`src/rtl/sysio_axil_master_if.sv`:
```
// AXI4-Lite AW/W/AR/R bundle between the sysio bridge and the peripheral bus.
// The B channel is absent; writes complete on the AW+W handshakes.
interface sysio_axil_master_if #(
    parameter int AW = 32,
    parameter int DW = 32
);
    logic [AW-1:0]   awaddr;
    logic            awvalid;
    logic            awready;
    logic [DW-1:0]   wdata;
    logic [DW/8-1:0] wstrb;
    logic            wvalid;
    logic            wready;
    logic [AW-1:0]   araddr;
    logic            arvalid;
    logic            arready;
    logic [DW-1:0]   rdata;
    logic            rvalid;
    logic            rready;

    modport master (
        output awaddr, awvalid, wdata, wstrb, wvalid,
        output araddr, arvalid, rready,
        input  awready, wready, arready, rdata, rvalid
    );

    modport slave (
        input  awaddr, awvalid, wdata, wstrb, wvalid,
        input  araddr, arvalid, rready,
        output awready, wready, arready, rdata, rvalid
    );
endinterface

```
`src/rtl/sysio_axil_master.sv`:
```
// Single-outstanding core command/response to AXI4-Lite initiator bridge.
// SYSIO_AXIL_MST_TIMEOUT_EN adds a TO_CYC hang-abort counter.
module sysio_axil_master #(
    parameter int AW     = 32,
    parameter int DW     = 32,
    parameter int TO_CYC = 255
) (
    input  logic          clk,
    input  logic          rst_n,
    input  logic          cmd_valid,
    output logic          cmd_ready,
    input  logic          cmd_we,
    input  logic [AW-1:0] cmd_addr,
    input  logic [DW-1:0] cmd_wdata,
    input  logic [3:0]    cmd_sel,
    output logic          rsp_valid,
    input  logic          rsp_ready,
    output logic [DW-1:0] rsp_rdata,
    output logic          rsp_err,
    sysio_axil_master_if.master m_axi
);
    typedef enum logic [2:0] {
        IDLE, WR, RD_A, RD_D, RESP
    } state_e;

    localparam logic [7:0] TO_LIM = TO_CYC[7:0];

    state_e        state_q, state_d;
    logic [AW-1:0] addr_q, addr_d;
    logic [DW-1:0] wdata_q, wdata_d;
    logic [3:0]    sel_q, sel_d;
    logic          awvalid_q, awvalid_d;
    logic          wvalid_q, wvalid_d;
    logic          arvalid_q, arvalid_d;
    logic          rready_q, rready_d;
    logic          rsp_valid_q, rsp_valid_d;
    logic          rsp_err_q, rsp_err_d;
    logic [DW-1:0] rdata_q, rdata_d;

`ifdef SYSIO_AXIL_MST_TIMEOUT_EN
    logic [7:0] cnt_q, cnt_d;
    logic       progress;
`else
    logic       unused_to;
    assign unused_to = ^TO_LIM;
`endif

    always_comb begin
        state_d     = state_q;
        addr_d      = addr_q;
        wdata_d     = wdata_q;
        sel_d       = sel_q;
        awvalid_d   = awvalid_q;
        wvalid_d    = wvalid_q;
        arvalid_d   = arvalid_q;
        rready_d    = rready_q;
        rsp_valid_d = rsp_valid_q;
        rsp_err_d   = rsp_err_q;
        rdata_d     = rdata_q;
        unique case (state_q)
            IDLE: begin
                if (cmd_valid) begin
                    addr_d  = cmd_addr;
                    wdata_d = cmd_wdata;
                    sel_d   = cmd_sel;
                    if (cmd_we) begin
                        awvalid_d = 1'b1;
                        wvalid_d  = 1'b1;
                        state_d   = WR;
                    end else begin
                        arvalid_d = 1'b1;
                        state_d   = RD_A;
                    end
                end
            end
            WR: begin
                // AW and W retire independently; done once both valids are low
                if (m_axi.awready) awvalid_d = 1'b0;
                if (m_axi.wready) wvalid_d = 1'b0;
                if (!awvalid_d && !wvalid_d) begin
                    rsp_valid_d = 1'b1;
                    rsp_err_d   = 1'b0;
                    rdata_d     = '0;
                    state_d     = RESP;
                end
            end
            RD_A: begin
                if (m_axi.arready) begin
                    arvalid_d = 1'b0;
                    rready_d  = 1'b1;
                    state_d   = RD_D;
                end
            end
            RD_D: begin
                if (m_axi.rvalid) begin
                    rready_d    = 1'b0;
                    rdata_d     = m_axi.rdata;
                    rsp_valid_d = 1'b1;
                    rsp_err_d   = 1'b0;
                    state_d     = RESP;
                end
            end
            RESP: begin
                if (rsp_ready) begin
                    rsp_valid_d = 1'b0;
                    rsp_err_d   = 1'b0;
                    state_d     = IDLE;
                end
            end
            default: state_d = IDLE;
        endcase

`ifdef SYSIO_AXIL_MST_TIMEOUT_EN
        progress = (awvalid_q && m_axi.awready)
                 || (wvalid_q && m_axi.wready)
                 || (arvalid_q && m_axi.arready)
                 || (rready_q && m_axi.rvalid);
        cnt_d = '0;
        if (state_q inside {WR, RD_A, RD_D}) begin
            cnt_d = progress ? 8'd0 : cnt_q + 8'd1;
            if (!progress && cnt_q == TO_LIM) begin
                awvalid_d   = 1'b0;
                wvalid_d    = 1'b0;
                arvalid_d   = 1'b0;
                rready_d    = 1'b0;
                rdata_d     = 32'hDEAD_BEEF;
                rsp_err_d   = 1'b1;
                rsp_valid_d = 1'b1;
                state_d     = RESP;
            end
        end
`endif
    end

    always_ff @(posedge clk or negedge rst_n) begin
        if (!rst_n) begin
            state_q     <= IDLE;
            addr_q      <= '0;
            wdata_q     <= '0;
            sel_q       <= '0;
            awvalid_q   <= 1'b0;
            wvalid_q    <= 1'b0;
            arvalid_q   <= 1'b0;
            rready_q    <= 1'b0;
            rsp_valid_q <= 1'b0;
            rsp_err_q   <= 1'b0;
            rdata_q     <= '0;
`ifdef SYSIO_AXIL_MST_TIMEOUT_EN
            cnt_q       <= '0;
`endif
        end else begin
            state_q     <= state_d;
            addr_q      <= addr_d;
            wdata_q     <= wdata_d;
            sel_q       <= sel_d;
            awvalid_q   <= awvalid_d;
            wvalid_q    <= wvalid_d;
            arvalid_q   <= arvalid_d;
            rready_q    <= rready_d;
            rsp_valid_q <= rsp_valid_d;
            rsp_err_q   <= rsp_err_d;
            rdata_q     <= rdata_d;
`ifdef SYSIO_AXIL_MST_TIMEOUT_EN
            cnt_q       <= cnt_d;
`endif
        end
    end

    assign cmd_ready     = (state_q == IDLE);
    assign rsp_valid     = rsp_valid_q;
    assign rsp_rdata     = rdata_q;
    assign rsp_err       = rsp_err_q;
    assign m_axi.awaddr  = addr_q;
    assign m_axi.awvalid = awvalid_q;
    assign m_axi.wdata   = wdata_q;
    assign m_axi.wstrb   = sel_q;
    assign m_axi.wvalid  = wvalid_q;
    assign m_axi.araddr  = addr_q;
    assign m_axi.arvalid = arvalid_q;
    assign m_axi.rready  = rready_q;
endmodule

```
`src/flat_wrapper.sv`:
```
// flat-port wrapper written by rule: the top's interface ports become plain ports
module sysio_axil_master_flat 
#(
    parameter int AW     = 32,
    parameter int DW     = 32,
    parameter int TO_CYC = 255
)
  (clk, rst_n, cmd_valid, cmd_ready, cmd_we, cmd_addr, cmd_wdata, cmd_sel, rsp_valid, rsp_ready, rsp_rdata, rsp_err, m_axi_awaddr, m_axi_awvalid, m_axi_wdata, m_axi_wstrb, m_axi_wvalid, m_axi_araddr, m_axi_arvalid, m_axi_rready, m_axi_awready, m_axi_wready, m_axi_arready, m_axi_rdata, m_axi_rvalid);
  sysio_axil_master_if #(.AW(AW), .DW(DW)) m_axi_i ();
  input  logic clk;
  input  logic rst_n;
  input  logic cmd_valid;
  output logic cmd_ready;
  input  logic cmd_we;
  input  logic [AW-1:0] cmd_addr;
  input  logic [DW-1:0] cmd_wdata;
  input  logic [3:0] cmd_sel;
  output logic rsp_valid;
  input  logic rsp_ready;
  output logic [DW-1:0] rsp_rdata;
  output logic rsp_err;
  output wire logic [$bits(m_axi_i.awaddr)-1:0] m_axi_awaddr;
  output wire logic [$bits(m_axi_i.awvalid)-1:0] m_axi_awvalid;
  output wire logic [$bits(m_axi_i.wdata)-1:0] m_axi_wdata;
  output wire logic [$bits(m_axi_i.wstrb)-1:0] m_axi_wstrb;
  output wire logic [$bits(m_axi_i.wvalid)-1:0] m_axi_wvalid;
  output wire logic [$bits(m_axi_i.araddr)-1:0] m_axi_araddr;
  output wire logic [$bits(m_axi_i.arvalid)-1:0] m_axi_arvalid;
  output wire logic [$bits(m_axi_i.rready)-1:0] m_axi_rready;
  input wire logic [$bits(m_axi_i.awready)-1:0] m_axi_awready;
  input wire logic [$bits(m_axi_i.wready)-1:0] m_axi_wready;
  input wire logic [$bits(m_axi_i.arready)-1:0] m_axi_arready;
  input wire logic [$bits(m_axi_i.rdata)-1:0] m_axi_rdata;
  input wire logic [$bits(m_axi_i.rvalid)-1:0] m_axi_rvalid;
  assign m_axi_awaddr = m_axi_i.awaddr;
  assign m_axi_awvalid = m_axi_i.awvalid;
  assign m_axi_wdata = m_axi_i.wdata;
  assign m_axi_wstrb = m_axi_i.wstrb;
  assign m_axi_wvalid = m_axi_i.wvalid;
  assign m_axi_araddr = m_axi_i.araddr;
  assign m_axi_arvalid = m_axi_i.arvalid;
  assign m_axi_rready = m_axi_i.rready;
  assign m_axi_i.awready = m_axi_awready;
  assign m_axi_i.wready = m_axi_wready;
  assign m_axi_i.arready = m_axi_arready;
  assign m_axi_i.rdata = m_axi_rdata;
  assign m_axi_i.rvalid = m_axi_rvalid;
  sysio_axil_master #(.AW(AW), .DW(DW), .TO_CYC(TO_CYC)) u_core (.clk(clk), .rst_n(rst_n), .cmd_valid(cmd_valid), .cmd_ready(cmd_ready), .cmd_we(cmd_we), .cmd_addr(cmd_addr), .cmd_wdata(cmd_wdata), .cmd_sel(cmd_sel), .rsp_valid(rsp_valid), .rsp_ready(rsp_ready), .rsp_rdata(rsp_rdata), .rsp_err(rsp_err), .m_axi(m_axi_i));
endmodule
```
`config.mk`:
```
export PLATFORM = sky130hd
export DESIGN_NAME = sysio_axil_master_flat
export DESIGN_NICKNAME = d
export VERILOG_FILES = /design/src/rtl/sysio_axil_master_if.sv /design/src/rtl/sysio_axil_master.sv /design/src/flat_wrapper.sv
export SDC_FILE = /design/constraint.sdc
export NUM_CORES = 1
export LEC_CHECK = 0
export ABC_AREA = 1
export CAP_MARGIN = 20
export CORE_ASPECT_RATIO = 1.25
export CORE_UTILIZATION = 35
export DETAILED_ROUTE_END_ITERATION = 16
export GPL_TIMING_DRIVEN = 0
export PLACE_DENSITY_LB_ADDON = 0.15
export SLEW_MARGIN = 0
export SYNTH_ARGS = -nofsm -noshare
export SYNTH_HDL_FRONTEND = slang
export SYNTH_SLANG_ARGS = --single-unit
```
`constraint.sdc`:
```
create_clock -name clk -period 1.7 [get_ports clk]
set_clock_uncertainty 0.2 [all_clocks]
set_input_delay 0.255 -clock clk [delete_from_list [all_inputs] [get_ports clk]]
set_output_delay 0.255 -clock clk [all_outputs]
set_load 0.01 [all_outputs]
```
==> out/summary.txt, run 1 <==
CP startpoint - u_core.state_q[0]
CP max stage cell - dfrtp_2
flop and latch count out of synthesis - 108
Placement Cell Area - 0.007263 mm^2
Mapped Nets - 635
worst skew pair latency - 340 ps
final period utilization - 97.51%
Die W - 104.2 um
vias in the first global route - 4234
CTS sink count - 108
total global-route track usage - 19.39%
area of the die - 0.01351 mm^2
Via-to-Cell Ratio - 4.434
Critical Path Start Type - register
root buffer cell - clkbuf_16
top cells by area, synth - dfrtp_1, nand2_1, buf_4
Syn-to-layout area delta - 68.21%
Max Slew Vio Count - 0
Overall Power - 12830 uW
PnR worst setup slack - 42.25 ps
clk buf depth - 2
CTS tree - yes
Yosys top cell by area - dfrtp_1
Rel. slew slack - 55.66%
H-tree depth - 3
non-filler cells, final - 971
dpl ws - -206.4 ps
CP Class - reg2reg
register area share after synthesis - 59.19%
initial DRC count - 176
Synth Warn # - 0
critical path peak fanout - 10
final antenna-violating net count - 0
Setup Viol. Count Final - 0
critical path cell sequence - nor2_4, nand2_4, nor2_4, inv_4, buf_8, buf_6, nand2_1, nand2_1
CP Buf/Inv Count - 3
pin count of the biggest net entering global routing - 60
clk slew on worst S/H paths - 70 ps
family with the most delay on the worst path - simple AND/OR/NAND/NOR gates
Post-Route WL - 13.19 mm
Mapped Avg Cell Area - 8.680 um^2
Hold WS - 247.6 ps
I/O pin cnt - 248
GRT overflow - 0
TritonCTS Buffers - 9
RSZ-0062 raised after global routing - yes
routability cong. - 0.8706
Slew @ Worst Pin - 665.1 ps
drt first pass iters - 4
# rows - 46
share of layout cells above drive strength 1 - 12.83%
synthesized instance count - 526
drt wl/cell - 13.58 um
commonest non-fill, non-tap cells in the layout - nand2_1, dlygate4sd2_1, clkdlybuf4s50_1, dfrtp_1, buf_4
detailed placement HPWL - 9.943 mm
R2R Setup Slk - 40 ps
Worst Setup End Kind - register
Final Cell Area - 0.007680 mm^2
global-route wire length before repair - 20.89 mm
total number of vias - 4305
DRC - 0
Antenna diodes - 0
synth unique cells - 18
start point of the worst min-delay path - cmd_wdata[26]
Crit path required time - 1720 ps
status - complete, no violations
Max Clk Rate - 603.2 MHz
Hold Path Class - in2reg
Critical R2R Launch - u_core.state_q[0]
initial antenna violation count - 0
fin crit period - 1658 ps
area share of the largest cell type after synthesis - 59.19%
area of the core - 0.01272 mm^2
crit path DAT - 1680 ps
I/O Buffers - 246
nets - 908
Pleak - 0.004297 uW
most common cell after layout, fill and taps aside - nand2_1
P per Cell Area - 1671 mW/mm^2
delay of the slowest critical-path stage - 450 ps
final hold vios - 0
Max-Cap Viols - 0
Die Height - 129.7 um
Post-Synthesis Cell Area - 0.004566 mm^2
maximum VDD drop - 0.6759 mV
Post-Place Cells - 941
Initial Util - 35.89%
## logic make-up (layout without fill, tap and decap cells)
logic type / after synthesis / after routing / share of synthesized area, %
buffers and inverters: 76 / 353 / 10.72
AOI/OAI and AO/OA: 41 / 41 / 4.659
other: 1 / 1 / 0.08214
and+or+nand+nor: 300 / 300 / 25.35
DFF: 108 / 108 / 59.19
## routing by layer
layer / GRT usage (%) / vias up / part of all wire (%)
met1: 22.15 / 1997 / 40
met5: 0 / - / 0
met3: 4.745 / 18 / 6.1
met4: 6.050 / 0 / 1.8
met2: 35.88 / 163 / 52
li1: - / 2127 / -
## path summary, 6_finish.rpt
path                                          end  depth (start not counted)
max                        u_core.m_axi.wdata[16]                          8
min reg2reg                u_core.m_axi.wdata[26]                          2
min                        u_core.m_axi.wdata[26]                          3
min in group asynchronous   u_core.m_axi.wdata[8]                          2
max in group asynchronous  u_core.m_axi.wdata[28]                          3
max reg2reg                u_core.m_axi.wdata[16]                          8
## final cells by class
class                   count  area (um^2)
well taps                 168        210.2
plain buffers              56        447.9
multi-input cells         342         1418
fillers                  1172         5040
clock buffers              11        232.7
repair buffers            263         2516
clock inverters             4        75.07
inverters                  19        73.82
flip-flops and latches    108         2706
## what timing repair did
action | CTS | global route
setup endpoints to repair | 222 | 101
endpoints found under the hold margin | 49 | 0
hold buffers | 1 | 0
gates resized for setup | 133 | 41
buffers inserted | 9 | 6
pin swaps | 2 | 5
## power by group
part | switching (uW) | leakage [uW] | internal, uW
Combinational | 3090 | 0.00278 | 3200
Sequential | 707 | 0.00138 | 3680
Clock | 876 | 0.000142 | 1280
Total | 4680 | 0.00430 | 8160
## registers in the layout, summed over array words and instances (netlist names)
name / flops
u_core.m_axi.arvalid: 1
u_core.m_axi.rready: 1
u_core.m_axi.wstrb: 4
u_core.rsp_valid: 1
u_core.m_axi.awvalid: 1
u_core.state_q: 3
u_core.m_axi.wvalid: 1
u_core.rsp_rdata: 32
u_core.m_axi.wdata: 32
u_core.m_axi.araddr: 32
## stage by stage
step / util [%] / TNS (ps)
detailed placement: 57.10 / -12920
CTS: 59.10 / 0
global route: 60.38 / -779.1
finish: 60.38 / 0
global placement: 56.91 / -439410
floorplan: - / 0
## worst register-to-register path, stage by stage, from the launching register on
cell	delay, ps
dfrtp_2	450
nor2_4	160
nand2_4	70
nor2_4	190
inv_4	80
buf_8	150
buf_6	140
nand2_1	60
nand2_1	50
## Yosys cell counts, drive strengths merged
master	n
nand2	286
dfrtp	108
buf	53
o21ai	33
inv	19
nand3	7
nor2	7
a21oi	6
clkbuf	4
a2bb2oi	2
conb	1
Power figures use the tool's default switching activity.
==> inputs of run 2 (changes only) <==
==> constraint.sdc (replaced) <==
create_clock -name clk -period 1.7 [get_ports clk]
set_clock_uncertainty 0.2 [all_clocks]
set_input_delay 0.255 -clock clk [delete_from_list [all_inputs] [get_ports clk]]
set_output_delay 0.255 -clock clk [all_outputs]
set_load 0.1 [all_outputs]
==> run 2 against run 1 <==
The flow now finishes with violations (setup timing). Worst hold slack gained 0.82 ps. Via count grew 0.86%. First-iteration DRC count shrank 19%. Critical path type is now reg2out. Global-route usage grew 0.88 points.
==> out/summary.txt, run 2 (synthesis results as in run 1) <==
Die Height - 129.7 um (unchanged)
GRT overflow - 0 (unchanged)
final hold vios - 0 (unchanged)
Critical Path Start Type - register (unchanged)
CTS tree - yes (unchanged)
critical path peak fanout - 5 (was 10)
Rel. slew slack - 57.40% (was 55.66%)
total global-route track usage - 20.27% (was 19.39%)
RSZ-0062 raised after global routing - yes (unchanged)
routability cong. - 0.7860 (was 0.8706)
clk buf depth - 2 (unchanged)
area of the die - 0.01351 mm^2 (unchanged)
total number of vias - 4342 (was 4305)
I/O Buffers - 246 (unchanged)
TritonCTS Buffers - 9 (unchanged)
total negative setup slack - -28.98 ps (was 0 ps)
commonest non-fill, non-tap cells in the layout - nand2_1, buf_2, clkdlybuf4s50_1, dfrtp_1, buf_4 (was nand2_1, dlygate4sd2_1, clkdlybuf4s50_1, dfrtp_1, buf_4)
Antenna diodes - 0 (unchanged)
final antenna-violating net count - 0 (unchanged)
critical path cell sequence - nor2_4, nand2_4, clkinvlp_4, buf_12 (was nor2_4, nand2_4, nor2_4, inv_4, buf_8, buf_6, nand2_1, nand2_1)
CTS sink count - 108 (unchanged)
crit path DAT - 1270 ps (was 1680 ps)
Via-to-Cell Ratio - 4.426 (was 4.434)
Max-Cap Viols - 0 (unchanged)
Hold Path Class - in2reg (unchanged)
initial antenna violation count - 0 (unchanged)
Syn-to-layout area delta - 66.54% (was 68.21%)
detailed placement HPWL - 10.18 mm (was 9.943 mm)
area of the core - 0.01272 mm^2 (unchanged)
drt wl/cell - 14.22 um (was 13.58 um)
share of layout cells above drive strength 1 - 38.99% (was 12.83%)
nets - 917 (was 908)
Placement Cell Area - 0.007310 mm^2 (was 0.007263 mm^2)
PnR worst setup slack - -28.98 ps (was 42.25 ps)
CP Class - reg2out (was reg2reg)
initial DRC count - 142 (was 176)
final period utilization - 101.7% (was 97.51%)
delay of the slowest critical-path stage - 450 ps (about the same)
Initial Util - 35.89% (unchanged)
DRC - 0 (unchanged)
I/O pin cnt - 248 (unchanged)
Crit path required time - 1240 ps (was 1720 ps)
CP max stage cell - dfrtp_2 (unchanged)
violated checks - setup timing
global-route wire length before repair - 21.57 mm (was 20.89 mm)
Setup Viol. Count Final - 1 (was 0)
Post-Route WL - 13.95 mm (was 13.19 mm)
Max Slew Vio Count - 0 (unchanged)
vias in the first global route - 4308 (was 4234)
dpl ws - -829.0 ps (was -206.4 ps)
# rows - 46 (unchanged)
fill count - 1139 (was 1172)
clk slew on worst S/H paths - 70 ps (about the same)
Max Clk Rate - 578.4 MHz (was 603.2 MHz)
Slew @ Worst Pin - 639.0 ps (was 665.1 ps)
most common cell after layout, fill and taps aside - nand2_1 (unchanged)
CP Buf/Inv Count - 2 (was 3)
Core Util, Final - 59.78% (was 60.38%)
Die W - 104.2 um (unchanged)
root buffer cell - clkbuf_16 (unchanged)
worst skew pair latency - 340 ps (about the same)
H-tree depth - 3 (unchanged)
pin count of the biggest net entering global routing - 61 (was 60)
Worst Setup End Kind - output port (was register)
drt first pass iters - 4 (unchanged)
status - complete, but fails checks (was complete, no violations)
Final Cell Area - 0.007604 mm^2 (was 0.007680 mm^2)
fin crit period - 1729 ps (was 1658 ps)
family with the most delay on the worst path - flip-flops (was simple AND/OR/NAND/NOR gates)
[run 2: changes by cell type in the layout (fill, tap and decap cells not counted), moves of 3 or more]
cell and delta:
dlygate4sd2_1 -119, buf_2 +106, dfrtp_1 -33, dfrtp_2 +33, nand2_1 -33, nand2_2 +22, buf_4 +18, dlymetal6s2s_1 -18
clkbuf_4 +15, nand2_4 +11, clkbuf_16 +5, o21ai_1 +3
[run 2: final cells by class]
class,count,area (um^2),share of cell area [%]
Sequential cell,108,2748,36.14
Clock inverter,6,136.4,1.794
Buffer,56,460.4,6.056
Tap cell,168,210.2,2.765
Clock buffer,10,229.0,3.011
Inverter,19,77.57,1.020
Multi-Input combinational cell,342,1546,20.34
Timing Repair Buffer,272,2196,28.88
[run 2: worst reg2reg max path, delay by kind of cell (launching register included)]
family | cells | cell delay, ps
flops | 1 | 450
buf+inv | 3 | 400
simple gates | 5 | 530
[run 2: per-layer routing]
metal	part of all wire [%]	track usage [%]
met2	53	37.65
met4	1.7	6.723
met3	6.5	4.845
met5	0	0
met1	39	22.96
[run 2: path summary, 6_finish.rpt]
kind                                               end  cells past startpoint                  start  slack, ps
worst max register to register  u_core.m_axi.wdata[18]                      8      u_core.state_q[0]         10
min in group asynchronous       u_core.m_axi.wdata[31]                      2                  rst_n        270
worst min-delay path            u_core.m_axi.wdata[19]                      3          cmd_wdata[19]        250
worst min register to register   u_core.m_axi.wdata[3]                      2  u_core.m_axi.wdata[3]        270
max in group asynchronous       u_core.m_axi.araddr[3]                      3                  rst_n        300
worst max-delay path                         cmd_ready                      4      u_core.state_q[0]        -30
[run 2: timing repair]
item,in CTS,in global routing
buffers inserted,10,8
endpoints found under the hold margin,48,0
hold buffers,1,0
pin swaps,3,7
endpoints found under the setup margin,241,129
resized for setup,725,81
cloned,1,5
[run 2: stage by stage]
step           hold WS [ps]  cells
3_5_place_dp          119.6    941
3_3_place_gp          253.5    940
6_report              248.4    981
4_1_cts               230.5    969
2_1_floorplan        -240.6    526
5_1_grt               257.8    981
Power of run 2 is not shown: default switching activity piles up to over one toggle a cycle in this logic, so the estimate is an artifact.
==> inputs of run 3 (changes only) <==
--- a/config.mk
+++ b/config.mk
@@ -6,7 +6,6 @@
 export NUM_CORES = 1
 export LEC_CHECK = 0
 export ABC_AREA = 1
-export CAP_MARGIN = 20
 export CORE_ASPECT_RATIO = 1.25
 export CORE_UTILIZATION = 35
 export DETAILED_ROUTE_END_ITERATION = 16
==> run 3 against run 2 <==
The run still ends with setup timing left. Utilization is the same. Sequential cell count is the same. Routed wire length is the same. Register-to-register slack is essentially flat. Final cell count is the same. Sequential share of layout area is the same. Die area is the same. Worst setup slack is the same. Global-route usage is the same. Highest routed layer unchanged.
==> out/summary.txt, run 3 (synthesis results as in run 1) <==
CTS tree - yes (unchanged)
Placement Cell Area - 0.007310 mm^2 (unchanged)
total global-route track usage - 20.27% (unchanged)
I/O Buffers - 246 (unchanged)
Die Height - 129.7 um (unchanged)
area of the die - 0.01351 mm^2 (unchanged)
Rel. slew slack - 57.40% (unchanged)
H-tree depth - 3 (unchanged)
final period utilization - 101.7% (unchanged)
fin crit period - 1729 ps (unchanged)
most common cell after layout, fill and taps aside - nand2_1 (unchanged)
Critical R2R Launch - u_core.state_q[0] (unchanged)
GRT overflow - 0 (unchanged)
global-route wire length before repair - 21.57 mm (unchanged)
Setup Viol. Count Final - 1 (unchanged)
Worst Setup End Kind - output port (unchanged)
Via-to-Cell Ratio - 4.426 (unchanged)
clk buf depth - 2 (unchanged)
detailed placement HPWL - 10.18 mm (unchanged)
Initial Util - 35.89% (unchanged)
Antenna diodes - 0 (unchanged)
Syn-to-layout area delta - 66.54% (unchanged)
fill count - 1139 (unchanged)
Post-Place Cells - 941 (unchanged)
crit path DAT - 1270 ps (about the same)
routability cong. - 0.7860 (unchanged)
delay of the slowest critical-path stage - 450 ps (about the same)
PnR worst setup slack - -28.98 ps (unchanged)
Post-Route WL - 13.95 mm (unchanged)
non-filler cells, final - 981 (unchanged)
drt first pass iters - 4 (unchanged)
total number of vias - 4342 (unchanged)
dpl ws - -829.0 ps (unchanged)
vias in the first global route - 4308 (unchanged)
initial antenna violation count - 0 (unchanged)
Hold Path Class - in2reg (unchanged)
hold path depth - 3 (unchanged)
Crit path required time - 1240 ps (about the same)
CP Class - reg2out (unchanged)
Slew @ Worst Pin - 639.0 ps (unchanged)
final antenna-violating net count - 0 (unchanged)
initial DRC count - 142 (unchanged)
DRC - 0 (unchanged)
Max-Cap Viols - 0 (unchanged)
pin count of the biggest net entering global routing - 61 (unchanged)
share of layout cells above drive strength 1 - 38.99% (unchanged)
critical path cell sequence - nor2_4, nand2_4, clkinvlp_4, buf_12 (unchanged)
violated checks - setup timing (unchanged)
critical path peak fanout - 5 (unchanged)
worst reg-to-reg path cell count - 8 (unchanged)
Max Clk Rate - 578.4 MHz (unchanged)
Final Cell Area - 0.007604 mm^2 (unchanged)
worst flop-to-flop path endpoint - u_core.m_axi.wdata[18] (unchanged)
CP max stage cell - dfrtp_2 (unchanged)
Die W - 104.2 um (unchanged)
hold endpoint - u_core.m_axi.wdata[19] (unchanged)
Critical Path Start Type - register (unchanged)
Max Slew Vio Count - 0 (unchanged)
status - complete, but fails checks (unchanged)
final hold vios - 0 (unchanged)
start point of the worst min-delay path - cmd_wdata[19] (unchanged)
# rows - 46 (unchanged)
clk slew on worst S/H paths - 70 ps (about the same)
R2R Setup Slk - 10 ps (about the same)
RSZ-0062 raised after global routing - yes (unchanged)
worst skew pair latency - 340 ps (about the same)
root buffer cell - clkbuf_16 (unchanged)
CTS sink count - 108 (unchanged)
commonest non-fill, non-tap cells in the layout - nand2_1, buf_2, clkdlybuf4s50_1, dfrtp_1, buf_4 (unchanged)
TritonCTS Buffers - 9 (unchanged)
I/O pin cnt - 248 (unchanged)
area of the core - 0.01272 mm^2 (unchanged)
drt wl/cell - 14.22 um (unchanged)
nets - 917 (unchanged)
[run 3: cell counts in the layout (fill, tap and decap cells not counted)]
Identical to the previous run, type by type.
[run 3: cell type report]
cell class                 count  area, um^2  share of cell area, %
sequential                   108        2748                  36.14
timing repair buffer         272        2196                  28.88
multi-input combinational    342        1546                  20.34
buffer                        56       460.4                  6.056
clock buffer                  10       229.0                  3.011
tap                          168       210.2                  2.765
clock inverter                 6       136.4                  1.794
inverter                      19       77.57                  1.020
[run 3: critical path, delay by kind of cell (launching register included)]
family        cells  cell delay, ps
buf+inv           2             260
flops             1             450
simple gates      2             220
[run 3: repair_timing]
action,in CTS,in global routing
hold endpoints to repair,48,0
gates cloned,1,5
pin swaps,3,7
hold buffers,1,0
endpoints found under the setup margin,241,129
resized for setup,725,81
setup buffers,10,8
[run 3: how the worst max path moves through the flow]
stage                         start                 endpoint  slack [ps]
6_report          u_core.state_q[0]                cmd_ready         -30
5_1_grt           u_core.state_q[1]        u_core.state_q[0]         -80
4_1_cts           u_core.state_q[2]                cmd_ready         -30
3_5_place_dp      u_core.state_q[2]                cmd_ready        -830
3_3_place_gp                  rst_n  u_core.m_axi.araddr[28]       -4340
2_1_floorplan  u_core.m_axi.awvalid     u_core.rsp_rdata[10]           9
[run 3: metal layers]
metal | vias up | share of wire [%] | GRT usage, %
met5 | - | 0 | 0
met4 | 0 | 1.7 | 6.723
met3 | 16 | 6.5 | 4.845
met2 | 159 | 53 | 37.65
met1 | 2025 | 39 | 22.96
li1 | 2142 | - | -
[run 3: per-stage QoR]
step	TNS (ps)	hold slack [ps]	utilization, %
after detailed placement	-54260	119.6	57.47
after global placement	-488880	253.5	57.27
after CTS	-45.16	230.5	57.14
after floorplan	0	-240.6	-
final	-28.98	248.4	59.78
after global routing	-1685	257.8	59.78
Power of run 3 is left out for the same reason.
